==> src/rtl/bn128_multiexp_demux_pkg.sv <==
// -----------------------------------------------------------------------------
// bn128_multiexp_demux_pkg
// Shared constants and types for the BN128 multiexp host-stream demux:
//   DAT_BITS          - scalar width used by the multiexp core
//   CTL_BITS          - width of the stream side-band control field
//   MULTIEXP_MAX_LOG2 - largest job size (log2 of pair count) accepted
//   HDR_LOG2_LO/HI    - bit range of log2_num_in inside the header beat
//   demux_state_t     - packet parser states
// -----------------------------------------------------------------------------
package bn128_multiexp_demux_pkg;

  localparam int DAT_BITS          = 256;
  localparam int CTL_BITS          = 8;
  localparam int MULTIEXP_MAX_LOG2 = 20;
  localparam int HDR_LOG2_LO       = 0;
  localparam int HDR_LOG2_HI       = 31;

  typedef enum logic [1:0] {
    ST_HDR   = 2'd0,
    ST_PNT   = 2'd1,
    ST_SCL   = 2'd2,
    ST_FLUSH = 2'd3
  } demux_state_t;

endpackage

==> src/rtl/bn128_multiexp_demux_if.sv <==
// -----------------------------------------------------------------------------
// if_axi_stream
// Minimal AXI-stream style bundle used on every port of the demux.
//   val/rdy  - handshake, a beat moves when both are high on a clock edge
//   sop/eop  - packet framing
//   dat      - payload, DAT_BITS wide
//   ctl/err/mod - side-band fields, carried but unused by the demux
// Modports: master drives payload and val, slave drives rdy.
// -----------------------------------------------------------------------------
interface if_axi_stream #(
  parameter int DAT_BITS = 512
) ();
  import bn128_multiexp_demux_pkg::CTL_BITS;

  localparam int MOD_BITS = (DAT_BITS / 8 > 1) ? $clog2(DAT_BITS / 8) : 1;

  logic                val;
  logic                rdy;
  logic                sop;
  logic                eop;
  logic                err;
  logic [DAT_BITS-1:0] dat;
  logic [CTL_BITS-1:0] ctl;
  logic [MOD_BITS-1:0] mod;

  modport master (output val, sop, eop, dat, ctl, err, mod, input rdy);
  modport slave  (input val, sop, eop, dat, ctl, err, mod, output rdy);

endinterface

==> src/rtl/bn128_multiexp_demux_axis_out_reg.sv <==
// -----------------------------------------------------------------------------
// bn128_multiexp_demux_axis_out_reg
// Single-entry registered stream source. A load fills the register and raises
// val; a handshake empties it. A load in the same cycle as a drain keeps val
// high with the new data, so the source can run at one beat per cycle.
// Ports:
//   i_clk, i_rst_n - clock, asynchronous active-low reset
//   i_load, i_dat  - write strobe and payload
//   o_if           - stream source (sop=eop=1 on every beat, ctl/err/mod=0)
// -----------------------------------------------------------------------------
module bn128_multiexp_demux_axis_out_reg #(
  parameter int DAT_BITS = 512
) (
  input  logic                i_clk,
  input  logic                i_rst_n,
  input  logic                i_load,
  input  logic [DAT_BITS-1:0] i_dat,
  if_axi_stream.master        o_if
);

  logic                val_r;
  logic                frm_r;
  logic [DAT_BITS-1:0] dat_r;

  // Valid flag: load wins over drain so back-to-back beats never bubble.
  always_ff @(posedge i_clk or negedge i_rst_n) begin
    if (!i_rst_n) begin
      val_r <= 1'b0;
    end else if (i_load) begin
      val_r <= 1'b1;
    end else if (val_r && o_if.rdy) begin
      val_r <= 1'b0;
    end else begin
      val_r <= val_r;
    end
  end

  // Payload and framing bits, captured on load only.
  always_ff @(posedge i_clk or negedge i_rst_n) begin
    if (!i_rst_n) begin
      dat_r <= '0;
      frm_r <= 1'b0;
    end else if (i_load) begin
      dat_r <= i_dat;
      frm_r <= 1'b1;
    end else begin
      dat_r <= dat_r;
      frm_r <= frm_r;
    end
  end

  assign o_if.val = val_r;
  assign o_if.dat = dat_r;
  assign o_if.sop = frm_r;
  assign o_if.eop = frm_r;
  assign o_if.ctl = '0;
  assign o_if.err = 1'b0;
  assign o_if.mod = '0;

endmodule

==> src/rtl/bn128_multiexp_demux.sv <==
// -----------------------------------------------------------------------------
// bn128_multiexp_demux
// Splits the host packet (header, then N = 2^log2 point/scalar pairs) into a
// point stream and a scalar stream for the multiexp wrapper.
// Ports:
//   i_clk, i_rst_n - clock, asynchronous active-low reset
//   i_host_if      - host packet stream (sink)
//   o_pnt_if       - affine points, x in [255:0], y in [511:256] (source)
//   o_scl_if       - scalars (source)
//   o_log2_num_in  - job size from the last valid header
//   o_busy         - high while a job's pairs are being received
//   o_err          - sticky protocol error, cleared by the next valid header
// -----------------------------------------------------------------------------
module bn128_multiexp_demux
  import bn128_multiexp_demux_pkg::*;
#(
  parameter int IN_BITS  = 512,
  parameter int SCL_BITS = DAT_BITS,
  parameter int MAX_LOG2 = MULTIEXP_MAX_LOG2
) (
  input  logic         i_clk,
  input  logic         i_rst_n,
  if_axi_stream.slave  i_host_if,
  if_axi_stream.master o_pnt_if,
  if_axi_stream.master o_scl_if,
  output logic [31:0]  o_log2_num_in,
  output logic         o_busy,
  output logic         o_err
);

  demux_state_t state_r, state_nxt_s;
  logic [32:0]  cnt_r;
  logic [31:0]  log2_r;
  logic         busy_r;
  logic         err_r;

  logic         host_rdy_s;
  logic         acc_s;
  logic [31:0]  hdr_log2_s;
  logic         hdr_ok_s;
  logic [32:0]  cnt_nxt_s;
  logic         last_s;
  logic         ld_hdr_s;
  logic         set_err_s;
  logic         cnt_inc_s;
  logic         pnt_load_s;
  logic         scl_load_s;

  assign hdr_log2_s = i_host_if.dat[HDR_LOG2_HI:HDR_LOG2_LO];
  assign hdr_ok_s   = i_host_if.sop && (hdr_log2_s <= 32'(MAX_LOG2));
  assign cnt_nxt_s  = cnt_r + 33'd1;
  assign last_s     = (cnt_nxt_s == (33'd1 << log2_r));

  // A header waits for both outputs to empty so jobs never overlap; data
  // states only wait on the register they are about to load.
  assign host_rdy_s = (state_r == ST_HDR) ? (!o_pnt_if.val && !o_scl_if.val) :
                      (state_r == ST_PNT) ? (!o_pnt_if.val || o_pnt_if.rdy) :
                      (state_r == ST_SCL) ? (!o_scl_if.val || o_scl_if.rdy) :
                      1'b1;
  assign acc_s          = i_host_if.val && host_rdy_s;
  assign i_host_if.rdy  = host_rdy_s;

  // State register.
  always_ff @(posedge i_clk or negedge i_rst_n) begin
    if (!i_rst_n) begin
      state_r <= ST_HDR;
    end else begin
      state_r <= state_nxt_s;
    end
  end

  // Next-state decode.
  always_comb begin
    state_nxt_s = state_r;
    case (state_r)
      ST_HDR: begin
        if (!acc_s)                state_nxt_s = ST_HDR;
        else if (hdr_ok_s)         state_nxt_s = ST_PNT;
        else if (i_host_if.eop)    state_nxt_s = ST_HDR;
        else                       state_nxt_s = ST_FLUSH;
      end
      ST_PNT: begin
        if (!acc_s)                state_nxt_s = ST_PNT;
        else if (i_host_if.eop)    state_nxt_s = ST_HDR;
        else                       state_nxt_s = ST_SCL;
      end
      ST_SCL: begin
        if (!acc_s)                state_nxt_s = ST_SCL;
        else if (last_s)           state_nxt_s = i_host_if.eop ? ST_HDR : ST_FLUSH;
        else if (i_host_if.eop)    state_nxt_s = ST_HDR;
        else                       state_nxt_s = ST_PNT;
      end
      ST_FLUSH: begin
        if (acc_s && i_host_if.eop) state_nxt_s = ST_HDR;
        else                        state_nxt_s = ST_FLUSH;
      end
      default: state_nxt_s = ST_HDR;
    endcase
  end

  // Per-state strobes for the output registers, counter and flags.
  always_comb begin
    ld_hdr_s   = 1'b0;
    set_err_s  = 1'b0;
    cnt_inc_s  = 1'b0;
    pnt_load_s = 1'b0;
    scl_load_s = 1'b0;
    case (state_r)
      ST_HDR: begin
        ld_hdr_s  = acc_s && hdr_ok_s;
        set_err_s = acc_s && !hdr_ok_s;
      end
      ST_PNT: begin
        pnt_load_s = acc_s && !i_host_if.eop;
        set_err_s  = acc_s && i_host_if.eop;
      end
      ST_SCL: begin
        scl_load_s = acc_s;
        cnt_inc_s  = acc_s;
        // Error when eop disagrees with the pair count: early or missing eop.
        set_err_s  = acc_s && (last_s != i_host_if.eop);
      end
      ST_FLUSH: begin
        ld_hdr_s = 1'b0;
      end
      default: begin
        ld_hdr_s = 1'b0;
      end
    endcase
  end

  // Job size, pair counter and status flags.
  always_ff @(posedge i_clk or negedge i_rst_n) begin
    if (!i_rst_n) begin
      log2_r <= 32'd0;
      cnt_r  <= 33'd0;
      err_r  <= 1'b0;
      busy_r <= 1'b0;
    end else begin
      if (ld_hdr_s) begin
        log2_r <= hdr_log2_s;
        cnt_r  <= 33'd0;
        err_r  <= 1'b0;
      end else begin
        log2_r <= log2_r;
        cnt_r  <= cnt_inc_s ? cnt_nxt_s : cnt_r;
        err_r  <= err_r | set_err_s;
      end
      // Busy exactly while the parser is inside a job's pair section.
      busy_r <= (state_nxt_s == ST_PNT) || (state_nxt_s == ST_SCL);
    end
  end

  assign o_log2_num_in = log2_r;
  assign o_busy        = busy_r;
  assign o_err         = err_r;

  bn128_multiexp_demux_axis_out_reg #(.DAT_BITS(512)) u_pnt_reg (
    .i_clk   (i_clk),
    .i_rst_n (i_rst_n),
    .i_load  (pnt_load_s),
    .i_dat   (i_host_if.dat[511:0]),
    .o_if    (o_pnt_if)
  );

  bn128_multiexp_demux_axis_out_reg #(.DAT_BITS(SCL_BITS)) u_scl_reg (
    .i_clk   (i_clk),
    .i_rst_n (i_rst_n),
    .i_load  (scl_load_s),
    .i_dat   (i_host_if.dat[SCL_BITS-1:0]),
    .o_if    (o_scl_if)
  );

endmodule

==> src/flat_wrapper.sv <==
// flat-port wrapper written by rule: the top's interface ports become plain ports
module bn128_multiexp_demux_flat import bn128_multiexp_demux_pkg::*;
#(
  parameter int IN_BITS  = 512,
  parameter int SCL_BITS = DAT_BITS,
  parameter int MAX_LOG2 = MULTIEXP_MAX_LOG2
)
  (i_clk, i_rst_n, o_log2_num_in, o_busy, o_err, i_host_if_val, i_host_if_sop, i_host_if_eop, i_host_if_dat, i_host_if_ctl, i_host_if_err, i_host_if_mod, i_host_if_rdy, o_pnt_if_val, o_pnt_if_sop, o_pnt_if_eop, o_pnt_if_dat, o_pnt_if_ctl, o_pnt_if_err, o_pnt_if_mod, o_pnt_if_rdy, o_scl_if_val, o_scl_if_sop, o_scl_if_eop, o_scl_if_dat, o_scl_if_ctl, o_scl_if_err, o_scl_if_mod, o_scl_if_rdy);
  if_axi_stream #(.DAT_BITS(512)) i_host_if_i ();
  if_axi_stream #(.DAT_BITS(512)) o_pnt_if_i ();
  if_axi_stream #(.DAT_BITS(256)) o_scl_if_i ();
  input  logic i_clk;
  input  logic i_rst_n;
  output logic [31:0] o_log2_num_in;
  output logic o_busy;
  output logic o_err;
  input wire logic [$bits(i_host_if_i.val)-1:0] i_host_if_val;
  input wire logic [$bits(i_host_if_i.sop)-1:0] i_host_if_sop;
  input wire logic [$bits(i_host_if_i.eop)-1:0] i_host_if_eop;
  input wire logic [$bits(i_host_if_i.dat)-1:0] i_host_if_dat;
  input wire logic [$bits(i_host_if_i.ctl)-1:0] i_host_if_ctl;
  input wire logic [$bits(i_host_if_i.err)-1:0] i_host_if_err;
  input wire logic [$bits(i_host_if_i.mod)-1:0] i_host_if_mod;
  output wire logic [$bits(i_host_if_i.rdy)-1:0] i_host_if_rdy;
  output wire logic [$bits(o_pnt_if_i.val)-1:0] o_pnt_if_val;
  output wire logic [$bits(o_pnt_if_i.sop)-1:0] o_pnt_if_sop;
  output wire logic [$bits(o_pnt_if_i.eop)-1:0] o_pnt_if_eop;
  output wire logic [$bits(o_pnt_if_i.dat)-1:0] o_pnt_if_dat;
  output wire logic [$bits(o_pnt_if_i.ctl)-1:0] o_pnt_if_ctl;
  output wire logic [$bits(o_pnt_if_i.err)-1:0] o_pnt_if_err;
  output wire logic [$bits(o_pnt_if_i.mod)-1:0] o_pnt_if_mod;
  input wire logic [$bits(o_pnt_if_i.rdy)-1:0] o_pnt_if_rdy;
  output wire logic [$bits(o_scl_if_i.val)-1:0] o_scl_if_val;
  output wire logic [$bits(o_scl_if_i.sop)-1:0] o_scl_if_sop;
  output wire logic [$bits(o_scl_if_i.eop)-1:0] o_scl_if_eop;
  output wire logic [$bits(o_scl_if_i.dat)-1:0] o_scl_if_dat;
  output wire logic [$bits(o_scl_if_i.ctl)-1:0] o_scl_if_ctl;
  output wire logic [$bits(o_scl_if_i.err)-1:0] o_scl_if_err;
  output wire logic [$bits(o_scl_if_i.mod)-1:0] o_scl_if_mod;
  input wire logic [$bits(o_scl_if_i.rdy)-1:0] o_scl_if_rdy;
  assign i_host_if_i.val = i_host_if_val;
  assign i_host_if_i.sop = i_host_if_sop;
  assign i_host_if_i.eop = i_host_if_eop;
  assign i_host_if_i.dat = i_host_if_dat;
  assign i_host_if_i.ctl = i_host_if_ctl;
  assign i_host_if_i.err = i_host_if_err;
  assign i_host_if_i.mod = i_host_if_mod;
  assign i_host_if_rdy = i_host_if_i.rdy;
  assign o_pnt_if_val = o_pnt_if_i.val;
  assign o_pnt_if_sop = o_pnt_if_i.sop;
  assign o_pnt_if_eop = o_pnt_if_i.eop;
  assign o_pnt_if_dat = o_pnt_if_i.dat;
  assign o_pnt_if_ctl = o_pnt_if_i.ctl;
  assign o_pnt_if_err = o_pnt_if_i.err;
  assign o_pnt_if_mod = o_pnt_if_i.mod;
  assign o_pnt_if_i.rdy = o_pnt_if_rdy;
  assign o_scl_if_val = o_scl_if_i.val;
  assign o_scl_if_sop = o_scl_if_i.sop;
  assign o_scl_if_eop = o_scl_if_i.eop;
  assign o_scl_if_dat = o_scl_if_i.dat;
  assign o_scl_if_ctl = o_scl_if_i.ctl;
  assign o_scl_if_err = o_scl_if_i.err;
  assign o_scl_if_mod = o_scl_if_i.mod;
  assign o_scl_if_i.rdy = o_scl_if_rdy;
  bn128_multiexp_demux #(.IN_BITS(IN_BITS), .SCL_BITS(SCL_BITS), .MAX_LOG2(MAX_LOG2)) u_core (.i_clk(i_clk), .i_rst_n(i_rst_n), .i_host_if(i_host_if_i), .o_pnt_if(o_pnt_if_i), .o_scl_if(o_scl_if_i), .o_log2_num_in(o_log2_num_in), .o_busy(o_busy), .o_err(o_err));
endmodule
==> config.mk <==
export PLATFORM = sky130hd
export DESIGN_NAME = bn128_multiexp_demux_flat
export DESIGN_NICKNAME = d
export VERILOG_FILES = /design/src/rtl/bn128_multiexp_demux_pkg.sv /design/src/rtl/bn128_multiexp_demux_if.sv /design/src/rtl/bn128_multiexp_demux_axis_out_reg.sv /design/src/rtl/bn128_multiexp_demux.sv /design/src/flat_wrapper.sv
export SDC_FILE = /design/constraint.sdc
export NUM_CORES = 1
export LEC_CHECK = 0
export BUFFER_PORTS_ARGS = -buffer_cell sky130_fd_sc_hd__clkbuf_2
export CAP_MARGIN = 0
export CORE_AREA = 2 2 535 537
export CTS_BUF_LIST = sky130_fd_sc_hd__clkbuf_4 sky130_fd_sc_hd__clkbuf_8
export DETAILED_ROUTE_END_ITERATION = 8
export DIE_AREA = 0 0 537 539
export PLACE_DENSITY = 0.33
export SLEW_MARGIN = 5
export SYNTH_ARGS = -nofsm -noshare
export SYNTH_HDL_FRONTEND = slang
export SYNTH_HIERARCHICAL = 1
export SYNTH_SLANG_ARGS = --single-unit
==> constraint.sdc <==
create_clock -name i_clk -period 7.1 [get_ports i_clk]
set_clock_uncertainty 0.1 [all_clocks]
set_input_delay 0 -clock i_clk [delete_from_list [all_inputs] [get_ports i_clk]]
set_output_delay 0 -clock i_clk [all_outputs]
set_load 0.01 [all_outputs]
# --- Word-level counts from Yosys, hierarchy flattened ---
# Index checks and enable logic that the tools add are counted.
classes:
  add_sub_neg: 1
  order_cmp: 1
  eq_ne: 7
  n_shift: 1
  n_mux: 24
  bitwise: 1
  n_reduce_logical: 21
op_table:
  columns: ["operator", "n"]
  rows:
  - ["$mux 33", 2]
  - ["$add 33x1->33 const B", 1]
  - ["$eq 33x33->1", 1]
  - ["$shl 1x32->33 const A", 1]
  - ["$le 32x5->1 const B", 1]
  - ["$mux 2", 8]
  - ["$mux 1", 12]
  - ["$logic_and 1x1->1", 10]
  - ["$pmux 2 s4", 1]
  - ["$eq 2x2->1 const B", 3]
  - ["$reduce_bool 2->1", 3]
  - ["$eq 2x1->1 const B", 2]
  - ["$logic_not 1->1", 4]
  - ["$logic_or 1x1->1", 3]
  - ["$pmux 1 s3", 1]
  - ["$logic_not 2->1", 1]
  - ["$ne 1x1->1", 1]
  - ["$or 1x1->1", 1]
word_totals:
  ff_bits: 841
  input_bits: 534
  out_inout_bits: 838
  word_cells: 67

# --- Logic depth before layout (Yosys ltp) ---
# Gate-level depths: netlist of run 1.
depth:
  ltp_word: 11
  mapped_depth: 14
  depth_no_buf: 13

# --- Hierarchy ---
# Netlist of run 1, hierarchy kept.
by_module_without_submodules:
  columns: ["mod", "n_inst", "cells_each", "area_each_um2", "seq_area_each_um2"]
  rows:
  - ["bn128_multiexp_demux_axis_out_reg (u_core.u_pnt_reg)", 1, 1103, 21170.3, 12862.3]
  - ["bn128_multiexp_demux_axis_out_reg (u_core.u_scl_reg)", 1, 562, 10535.1, 6456.2]
  - ["bn128_multiexp_demux", 1, 500, 4491.8, 1726.7]

# --- Worst setup path after synthesis of run 1 ---
# OpenSTA, ideal clock, no wires.
synth_timing:
  kind: "reg2reg"
  start: "register u_core.cnt_r[0]"
  end: "register u_core.busy_r (netlist: u_core/o_busy)"
  setup_time_ps: 79
  t_arrival_ps: 2945
  t_required_ps: 6921
  slack_ps: 3976
  stages_incl_launch_ff: 14
  path_buffers: 0
  synth_period_minus_slack_ps: 3124
  cell_sequence: "dfrtp_1 -> ha_1 -> nand2_1 -> nor4_4 -> and4bb_2 -> xnor2_1 -> a41oi_1 -> nor4_2 -> nand4_1 -> nor4_2 -> ha_1 -> a21oi_1 -> o32ai_1 -> xor2_1"
synth_between:
  elab_chain_cells: 7
  word_cells_on_any_way: 8
  classes_between: "add/sub (1); eq/ne (3); mux (3); reduce/logical (1)"
synth_rtl:
  columns: ["element", "line", "rtl"]
  rows:
  - ["from (decl)", "bn128_multiexp_demux.sv:32", "logic [32:0] cnt_r;"]
  - ["from (signal assigned)", "bn128_multiexp_demux.sv:146", "cnt_r <= cnt_inc_s ? cnt_nxt_s : cnt_r;"]
  - ["$add 33x1->33 *", "bn128_multiexp_demux.sv:51", "assign cnt_nxt_s = cnt_r + 33'd1;"]
  - ["$eq 33x33->1 *", "bn128_multiexp_demux.sv:52", "assign last_s = (cnt_nxt_s == (33'd1 << log2_r));"]
  - ["$mux 2 *", "bn128_multiexp_demux.sv:89", "else if (last_s) state_nxt_s = i_host_if.eop ? ST_HDR : ST_FLUSH;"]
  - ["$mux 2 *", "bn128_multiexp_demux.sv:88", "if (!acc_s) state_nxt_s = ST_SCL;"]
  - ["$pmux 2 s4 *", "bn128_multiexp_demux.sv:75", "case (state_r)"]
  - ["via u_core.state_nxt_s[1]", "bn128_multiexp_demux.sv:31", "demux_state_t state_r, state_nxt_s;"]
  - ["$eq 2x1->1 / $eq 2x2->1 (equally long branches)", "bn128_multiexp_demux.sv:150", "busy_r <= (state_nxt_s == ST_PNT) || (state_nxt_s == ST_SCL);"]
  - ["$logic_or 1x1->1 *", "bn128_multiexp_demux.sv:150", null]
  - ["to (signal assigned)", "bn128_multiexp_demux.sv:150", null]
  - ["to (decl)", "bn128_multiexp_demux.sv:34", "logic busy_r;"]
# The timed path passes the listed nets; every way through them passes the cells marked *.
# A chain may end at the register's enable or synchronous reset.

# --- Worst setup path after layout of run 1 ---
# Same ends and word-level chain as after synthesis.

==> results of run 1 <==
==> cell families (layout without fill, tap and decap cells) <==
logic type	after synthesis	after routing
muxes	777	777
AOI/OAI and AO/OA	64	64
and+or+nand+nor	268	268
adders and majority gates	2	2
buffers and inverters	150	2720
xor gates and xnor gates	61	61
DFF	841	841
other	2	51
==> tightest hold or removal path, delay by kind of cell <==
| family | cells | cell delay, ps |
|---|---|---|
| buf+inv | 2 | 890 |
| mux | 1 | 190 |
==> sequential cells by signal (all words and copies together) (netlist names) <==
signal	flops
u_core/cnt_r	33
u_core/o_busy	1
u_core/o_err	1
u_core/o_log2_num_in	32
u_core/state_r	2
u_core/u_pnt_reg/o_if.dat	512
u_core/u_pnt_reg/o_if.eop	1
u_core/u_pnt_reg/o_if.val	1
u_core/u_scl_reg/o_if.dat	256
u_core/u_scl_reg/o_if.eop	1
u_core/u_scl_reg/o_if.val	1
==> cell usage after synthesis, drive strengths merged, types with 18 or more instances <==
cell type / instances
a21oi: 22
nor2: 43
nor4: 33
xor2: 26
dfrtp: 841
mux2: 773
buf: 124
nor2b: 31
o21ai: 18
nand2: 42
xnor2: 35
nand4: 27
nand3: 24
==> metrics by stage <==
step / setup slack (ps) / cells
finish: 2400 / 8546
CTS: 2340 / 8524
floorplan: 3980 / 2192
global placement: 2900 / 7174
detailed placement: 2900 / 7174
global route: 2010 / 8537
==> power by group through the flow <==
stage | Combinational (mW) | Sequential (mW) | Clock [mW]
2_1_floorplan | 4.22 | 9.32 | 0
4_1_cts | 10.7 | 8.56 | 5.99
3_3_place_gp | 10.2 | 8.56 | 0
5_1_grt | 11.2 | 8.85 | 6.20
3_5_place_dp | 10.1 | 8.60 | 0
6_report | 10.5 | 8.56 | 5.68
==> final timing paths <==
check                                     startpoint                              to  slack, ps  cells past startpoint
max                                  u_core/cnt_r[0]                   u_core/o_busy       2400                     14
min                                 i_host_if_dat[7]    u_core/u_pnt_reg/o_if.dat[7]         90                      3
max reg2reg                          u_core/cnt_r[0]                   u_core/o_busy       2400                     14
min reg2reg                u_core/u_pnt_reg/o_if.eop       u_core/u_pnt_reg/o_if.eop        400                      1
max in group asynchronous                    i_rst_n    u_core/u_scl_reg/o_if.dat[3]       5270                      5
min in group asynchronous                    i_rst_n  u_core/u_scl_reg/o_if.dat[243]        260                      4
==> routing by layer <==
metal	track usage, %	routed length (µm)	vias up
met5	0	45	-
met4	5.82	9150	8
met3	6.51	23400	318
met2	19.8	85100	1243
met1	15.8	80900	14101
li1	-	-	12658
==> cell usage in the layout, fill, tap and decap left out, types with 6 or more instances in the layout <==
| master | n |
|---|---|
| buf_4 | 23 |
| nand2_1 | 42 |
| nor2_1 | 43 |
| dfrtp_1 | 841 |
| conb_1 | 29 |
| diode_2 | 22 |
| inv_1 | 8 |
| xor2_1 | 26 |
| clkbuf_4 | 52 |
| or3_1 | 16 |
| clkbuf_2 | 1326 |
| nand4_1 | 26 |
| nor4_4 | 6 |
| o21ai_0 | 18 |
| nand3_1 | 20 |
| clkinv_2 | 25 |
| clkbuf_8 | 214 |
| xnor2_1 | 35 |
| mux2_2 | 114 |
| nor3_1 | 17 |
| nor4_1 | 23 |
| nor2b_1 | 31 |
| dlygate4sd3_1 | 1039 |
| a21oi_1 | 22 |
| mux2_4 | 659 |
| buf_12 | 11 |
| and3_1 | 7 |
==> layout make-up <==
class	count	share of cell area, %
diodes	22	0.0903
clock buffers	266	5.47
clock inverters	44	0.716
inverters	9	0.0677
multi-input cells	1201	22.8
flip-flops and latches	841	34.5
well taps	3762	7.72
repair buffers	2401	28.6
==> repair_timing <==
item,4_1_cts,5_1_grt
hold buffers,1040,0
hold endpoints to repair,1294,0
gates resized for setup,0,0
==> run_results.csv, run 1 <==
group,metric,value,unit
drt,drt_iter0_markers,1313,
setup_path,critical_path_buf_inv_count,1,
die,die_y,539,µm
drt,vias,28328,
power_and_ir_drop,p_sw,9.22,mW
min_path,worst_hold_path_type,"primary input to flip-flop",
final_layout,fin_nets,5168,
cts,post-cts-setup-buffers,0,
grt,grt_overflow,0,
logic_synthesis,synth_xor_area_share,1.48,%
sta,finalHoldViolCount,0,
logic_synthesis,synth_cell_types,63,
power_and_ir_drop,p_comb_share,42.4,%
die,die_x,537,µm
final_layout,synthToLayoutAreaGrowth,68.5,%
power_and_ir_drop,max-vdd-ir-drop,191,µV
cts,worstSkewPairLatency,920,ps
logic_synthesis,syn_area,36200,µm²
sta,finalMaxSlewViolations,0,
final_layout,final.fill_count,30692,
grt,antenna_found_initial,57,
run_status,status,"complete, no violations",
logic_synthesis,synth_top_family_by_area,"multiplexers",
setup_path,slowest_stage,"dlygate4sd3_1",
final_layout,drive_above_1_share,51.9,%
setup_path,start_kind,"flip-flop",
logic_synthesis,synth_edf_count,0,
setup_path,cpLargestDelayFamily,"simple AND/OR/NAND/NOR gates",
power_and_ir_drop,switching_share,37.3,%
sta,setup_viol,0,
drt,routedWlPerCell,23.2,µm
final_layout,stdcell_area,61000,µm²
drt,drt-pass1-iter-count,5,
setup_path,path_max_fanout,9,
cts,cts_tree,"yes",
logic_synthesis,yosys.area_share.simple,4.44,%
power_and_ir_drop,clock_power_share,23.0,%
logic_synthesis,synth_mux_area_share,31.0,%
placement,place.gp.congestion,0.891,
drt,finalWirelength,199000,µm
logic_synthesis,async_reset_ff_share,100,%
logic_synthesis,ys_warn_count,6,
sta,rsz0062_at_grt,"false",
cts,cts-root-buf,"clkbuf_8",
final_layout,fin_util,21.5,%
sta,fin_tns_setup,0,ps
logic_synthesis,ys.flop_type,"dfrtp_1",
setup_path,worstSetupEndpointType,"flip-flop",
sta,clock.fmax,213,MHz
setup_path,arrival,5450,ps
setup_path,critPathRequiredTime,7850,ps
power_and_ir_drop,p_leak,28.4,nW
final_layout,multiInputGateArea,13900,µm²
grt,grt_pass1_wl,265000,µm
die,start_util,12.7,%
drt,final_antenna_net_count,0,
drt,via_per_inst,3.31,
die,ios,1372,
sta,fin_crit,4700,ps
logic_synthesis,synth_top_area_share,58.1,%
placement,hpwl,153000,µm
logic_synthesis,synth_area_leader_cell,"dfrtp_1",
grt,gr-usage-all-layers,13.2,%
sta,tightestPinTransition,1090,ps
drt,drc,0,
grt,grt_start_max_net_pins,138,
cts,cts_inserted_buffers,178,
logic_synthesis,synth-seq-cells,841,
logic_synthesis,syn_inst,2165,
sta,period_share,66.2,%
power_and_ir_drop,p_total,24.7,mW
setup_path,worstSetupPathType,"flip-flop to flip-flop",
logic_synthesis,synth-compound-area-share,1.10,%
logic_synthesis,synthAdderAreaFrac,0.0691,%
job,drv_cap,0,
power_and_ir_drop,power.internal,15.5,mW
die,dieArea,289000,µm²
power_and_ir_drop,p_per_area,405,nW/µm²
placement,port_buffers,1327,
cts,cts.sinks,841,
grt,grt_pass1_vias,30656,
final_layout,seq_area,21000,µm²
die,rows,196,
setup_path,max_stage_delay,640,ps
cts,cts_max_level,4,
sta,max_slew_margin,27.0,%
cts,clk_pin_slew,60,ps
setup_path,cp_cell_sequence,"ha_1 -> nand2_1 -> nor4_4 -> and4bb_2 -> xnor2_1 -> a41oi_1 -> nor4_2 -> nand4_1 -> nor4_2 -> ha_1 -> a21oi_1 -> o32ai_1 -> dlygate4sd3_1 -> xor2_1",
logic_synthesis,ys_seq_area_share,58.1,%
cts,cts_buffer_depth,4,
sta,whs,93.2,ps
power_and_ir_drop,power_frac_seq,34.6,%
logic_synthesis,synth.avg_cell_area,16.7,µm²
die,coreArea,284000,µm²
logic_synthesis,synth_area_leaders,"dfrtp_1, mux2_4, mux2_2",
placement,dpl_cell_area,46700,µm²
(Power assumes the default switching activity.)
==> inputs of run 2 (changes only) <==
Settings changed: PLACE_DENSITY 0.33 to 0.34.
Clock period 7.1 ns to 4 ns, I/O delays scaled along.
==> run 2 against run 1 <==
Global-route usage increased by 0.47 points. First-iteration DRC count increased by 24%. Clock power increased by 80%. Core utilization increased by 0.46 points. Via count increased by 2.2%. Die area unchanged. Sequential power increased by 79%. Worst setup slack got worse by 2200 ps. Largest cell class unchanged.
==> run_results.csv, run 2 (synthesized netlist as in run 1, its figures left out) <==
group,metric,value,unit
sta,finalHoldViolCount,0,
final_layout,fin_util,21.9,%
final_layout,drive_above_1_share,52.2,%
drt,routedWlPerCell,23.8,µm
drt,drt_iter0_markers,1622,
setup_path,path_max_fanout,43,
die,dieArea,289000,µm²
drt,drt-pass1-iter-count,5,
final_layout,final.fill_count,30649,
sta,setup_viol,0,
die,rows,196,
sta,fin_tns_setup,0,ps
setup_path,critPathRequiredTime,4650,ps
sta,rsz0062_at_grt,"false",
drt,vias,28951,
cts,clk_pin_slew,60,ps
drt,via_per_inst,3.34,
cts,cts_tree,"yes",
sta,fin_crit,3780,ps
power_and_ir_drop,switching_share,37.2,%
cts,cts_max_level,4,
power_and_ir_drop,p_leak,29.0,nW
sta,finalMaxSlewViolations,0,
final_layout,seq_area,21000,µm²
power_and_ir_drop,p_total,44.9,mW
placement,dp_slack,164,ps
drt,dr_wl_met2,88100,µm
setup_path,start_kind,"flip-flop",
cts,cts-root-buf,"clkbuf_8",
cts,worstSkewPairLatency,870,ps
drt,finalWirelength,206000,µm
sta,tightestPinTransition,724,ps
die,start_util,12.7,%
sta,max_slew_margin,51.7,%
final_layout,layout_common_cells,"clkbuf_2, dlygate4sd3_1, dfrtp_1",
power_and_ir_drop,clock_power_share,22.8,%
sta,period_share,94.5,%
drt,drc,0,
grt,grt_pass1_vias,31374,
setup_path,arrival,4420,ps
drt,final_antenna_net_count,0,
grt,gr-usage-all-layers,13.7,%
power_and_ir_drop,max-vdd-ir-drop,327,µV
die,coreArea,284000,µm²
job,drv_cap,0,
setup_path,worstSetupEndpointType,"flip-flop",
final_layout,multiInputGateArea,13900,µm²
sta,clock.fmax,265,MHz
setup_path,worstSetupPathType,"flip-flop to flip-flop",
power_and_ir_drop,p_sw,16.7,mW
power_and_ir_drop,power_frac_seq,34.2,%
final_layout,fin_nets,5282,
cts,cts_inserted_buffers,177,
final_layout,largest_register_ffs,512,
die,die_y,539,µm
final_layout,final_common_cell,"clkbuf_2",
placement,port_buffers,1327,
grt,grt_start_max_net_pins,106,
cts,cts_buffer_depth,4,
grt,grt_overflow,0,
die,ios,1372,
drt,wl_met3,22100,µm
drt,m1WireLength,89500,µm
cts,cts.sinks,841,
drt,top_layer,"met5",
final_layout,synthToLayoutAreaGrowth,72.1,%
run_status,status,"complete, no violations",
sta,finalWorstSetupSlack,222,ps
power_and_ir_drop,p_per_area,721,nW/µm²
placement,place.gp.congestion,0.903,
power_and_ir_drop,p_comb_share,43.0,%
die,die_x,537,µm
power_and_ir_drop,power.internal,28.2,mW
grt,grt_pass1_wl,275000,µm
min_path,worst_hold_path_type,"primary input to flip-flop",
placement,hpwl,161000,µm
grt,antenna_found_initial,49,
-- run 2: cell types whose count changed in the layout (fill, tap and decap cells not counted), moves of 2 or more --
cell,change
inv_8,-3
buf_12,+17
diode_2,-10
buf_4,+46
nor4_1,-2
nor3_2,+2
clkinv_2,-11
dlygate4sd3_1,+52
inv_12,-2
nor3_1,-2
clkbuf_4,+11
clkinv_8,+3
clkbuf_8,+6
-- run 2: power by group through the flow --
stage,combinational [mW],sequential [mW],clock (mW)
6_report,19.3,15.3,10.2
5_1_grt,20.6,15.9,11.1
4_1_cts,19.7,15.4,10.8
3_5_place_dp,18.2,15.4,0
3_3_place_gp,18.3,15.4,0
2_1_floorplan,7.50,16.5,0
-- run 2: final timing paths --
path                                            from                        endpoint  slack, ps  depth (start not counted)
hold reg to reg            u_core/u_pnt_reg/o_if.eop       u_core/u_pnt_reg/o_if.eop        400                          1
hold / removal                     i_host_if_dat[16]   u_core/u_pnt_reg/o_if.dat[16]         70                          3
max in group asynchronous                    i_rst_n   u_core/u_pnt_reg/o_if.dat[11]       2610                          4
min in group asynchronous                    i_rst_n  u_core/u_scl_reg/o_if.dat[153]        450                          4
setup reg to reg                   u_core/state_r[1]  u_core/u_scl_reg/o_if.dat[205]        220                          9
setup / recovery                   u_core/state_r[1]  u_core/u_scl_reg/o_if.dat[205]        220                          9
-- run 2: worst max-delay path, stage by stage (launching register included) --
cell and delay [ps]:
dfrtp_1 480, nand2b_1 220, a21boi_1 280, o221a_2 260, dlygate4sd3_1 650, nand3_1 110
buf_4 240, inv_8 350, buf_4 480, mux2_4 340
-- run 2: routing by layer --
metal	vias up	global-route usage (%)
li1	12895	-
met2	1186	20.6
met4	6	4.17
met5	-	0
met1	14555	17.5
met3	309	5.97
-- run 2: timing repair --
action / in CTS / in global routing
hold endpoints to repair: 1680 / 0
setup buffers: 0 / 0
endpoints found under the setup margin: 0 / 3
hold buffers: 1092 / 0
gates resized for setup: 0 / 8
-- run 2: cell type report --
type / instances / area share [%]
antenna: 12 / 0.0482
clock buffer: 283 / 5.62
clock inverter: 32 / 0.578
inverter: 9 / 0.0663
multi-input combinational: 1201 / 22.4
sequential: 841 / 33.8
tap: 3762 / 7.55
timing repair buffer: 2516 / 30.0
-- run 2: through the flow --
step           instance area [µm²]  hold WS (ps)  cells
3_3_place_gp                 47400          41.0   7237
6_report                     62300          68.6   8656
5_1_grt                      62300          34.3   8648
2_1_floorplan                36300          -396   2192
3_5_place_dp                 47400          47.2   7237
4_1_cts                      62200          1.06   8644
==> inputs of run 3 (changes only) <==
Settings changed: CORE_AREA 2 2 535 537 to 2 2 541 543, DIE_AREA 0 0 537 539 to 0 0 543 545.
==> run 3 against run 2 <==
First-iteration DRC count up 7.3%. Sequential power about the same. Combinational power about the same. Flip-flop and latch count unchanged. Register-to-register slack about the same. Maximum frequency about the same. Critical path type unchanged. Largest power group unchanged. Highest routed layer unchanged.
==> run_results.csv, run 3 (synthesized netlist as in run 1, its figures left out) <==
group,metric,value,unit
cts,cts-root-buf,"clkbuf_8",
setup_path,worstSetupPathType,"flip-flop to flip-flop",
die,die_x,543,µm
final_layout,synthToLayoutAreaGrowth,71.7,%
power_and_ir_drop,power.internal,27.7,mW
drt,drt_iter0_markers,1741,
placement,dp_slack,223,ps
final_layout,drive_above_1_share,52.5,%
job,drv_cap,0,
grt,use_met3,6.92,%
placement,dpl_cell_area,47700,µm²
power_and_ir_drop,p_comb_share,43.5,%
sta,max_slew_margin,56.7,%
sta,rsz0062_at_grt,"false",
power_and_ir_drop,power_frac_seq,34.0,%
sta,finalWorstSetupSlack,225,ps
setup_path,crit_path_start,"u_core/o_log2_num_in[28]",
grt,grt_overflow,0,
grt,grt_start_max_net_pins,96,
cts,cts_buffer_depth,4,
power_and_ir_drop,clock_power_share,22.5,%
die,ios,1372,
final_layout,final_common_cell,"clkbuf_2",
grt,gr-usage-all-layers,13.8,%
cts,worstSkewPairLatency,900,ps
final_layout,fin_util,21.4,%
sta,finalMaxSlewViolations,0,
grt,grt_pass1_wl,278000,µm
drt,final_antenna_net_count,0,
cts,cts_inserted_buffers,180,
power_and_ir_drop,p_per_area,719,nW/µm²
sta,clock.fmax,265,MHz
cts,clk_pin_slew,60,ps
drt,via_per_inst,3.31,
die,dieArea,296000,µm²
final_layout,largest_register_ffs,512,
grt,use_met1,17.1,%
sta,whs,97.9,ps
final_layout,final.fill_count,31362,
sta,period_share,94.4,%
min_path,whs_endpoint,"u_core/u_pnt_reg/o_if.dat[250]",
die,rows,198,
setup_path,r2r_slack,220,ps
setup_path,r2r_end,"u_core/o_busy",
power_and_ir_drop,p_sw,17.0,mW
sta,setup_viol,0,
setup_path,r2r-start,"u_core/o_log2_num_in[28]",
sta,fin_crit,3780,ps
run_status,status,"complete, no violations",
die,die_y,545,µm
sta,fin_tns_setup,0,ps
setup_path,worstSetupEndpointType,"flip-flop",
grt,busiest_layer,"met2",
sta,finalHoldViolCount,0,
final_layout,stdcell_area,62100,µm²
drt,routedWlPerCell,24.2,µm
grt,grt_pass1_vias,31135,
power_and_ir_drop,max-vdd-ir-drop,340,µV
drt,drc,0,
drt,finalWirelength,212000,µm
final_layout,fin_nets,5269,
grt,antenna_found_initial,66,
min_path,hold_depth,3,
setup_path,arrival,4460,ps
min_path,worstHoldStart,"i_host_if_dat[250]",
setup_path,start_kind,"flip-flop",
setup_path,path_max_fanout,6,
cts,cts_max_level,4,
setup_path,reg2regPathDepth,13,
setup_path,critPathRequiredTime,4680,ps
min_path,worst_hold_path_type,"primary input to flip-flop",
sta,tightestPinTransition,649,ps
power_and_ir_drop,p_leak,28.9,nW
die,start_util,12.5,%
die,coreArea,290000,µm²
placement,place.gp.congestion,0.878,
power_and_ir_drop,switching_share,38.0,%
cts,cts_tree,"yes",
drt,drt-pass1-iter-count,5,
cts,cts.sinks,841,
final_layout,layout_common_cells,"clkbuf_2, dlygate4sd3_1, dfrtp_1",
placement,port_buffers,1327,
placement,hpwl,166000,µm
drt,vias,29015,
grt,use_met2,19.8,%
run 3: how the worst max path moves through the flow:
stage                          endpoint  slack (ps)  depth (start not counted)
after CTS                 u_core/o_busy         150                         13
after detailed placement  u_core/o_busy         220                         13
after global placement     u_core/o_err         170                         14
after global routing      u_core/o_busy           9                         14
after floorplan           u_core/o_busy         880                         13
final                     u_core/o_busy         220                         13
run 3: area by class of cell:
class | instances | area, µm² | share of cell area, %
Antenna cell | 18 | 45.0 | 0.0725
Clock buffer | 266 | 3370 | 5.42
Clock inverter | 37 | 369 | 0.594
Inverter | 9 | 41.3 | 0.0664
Multi-Input combinational cell | 1201 | 13900 | 22.4
Sequential cell | 841 | 21000 | 33.9
Tap cell | 3900 | 4880 | 7.85
Timing Repair Buffer | 2500 | 18500 | 29.7
run 3: what timing repair did:
action	4_1_cts	5_1_grt
hold endpoints to repair	1680	0
endpoints found under the setup margin	0	2
resized for setup	0	6
setup buffers	0	2
hold buffers	1058	0
run 3: through the flow:
step                      total power, mW  instances
after floorplan                      24.0       2192
after global placement               33.9       7391
after detailed placement             33.9       7391
after CTS                            45.7       8752
after global routing                 47.3       8766
final                                44.7       8772
run 3: critical path, cell delays in order (launching register included):
cell      delay (ps)
dfrtp_1          420
nor4_4           450
nand3_1          370
nor4_1           500
xnor2_1          190
xnor2_1           90
a211oi_1         300
nand4_1          200
nor4_4           270
buf_4            170
ha_1             130
a21oi_1           60
o32ai_1          220
xor2_1           200
run 3: routing by layer:
layer,routed length (µm),part of all wire [%]
met2,88600,42
met5,77,0.036
met1,89600,42
met4,9050,4.3
met3,25200,12
run 3: power by group through the flow:
stage               registers [mW]  logic (mW)  clock network (mW)
finish                        15.2        19.4                10.1
global route                  15.7        20.7                10.9
CTS                           15.2        19.9                10.6
detailed placement            15.2        18.7                   0
global placement              15.2        18.8                   0
floorplan                     16.5        7.50                   0
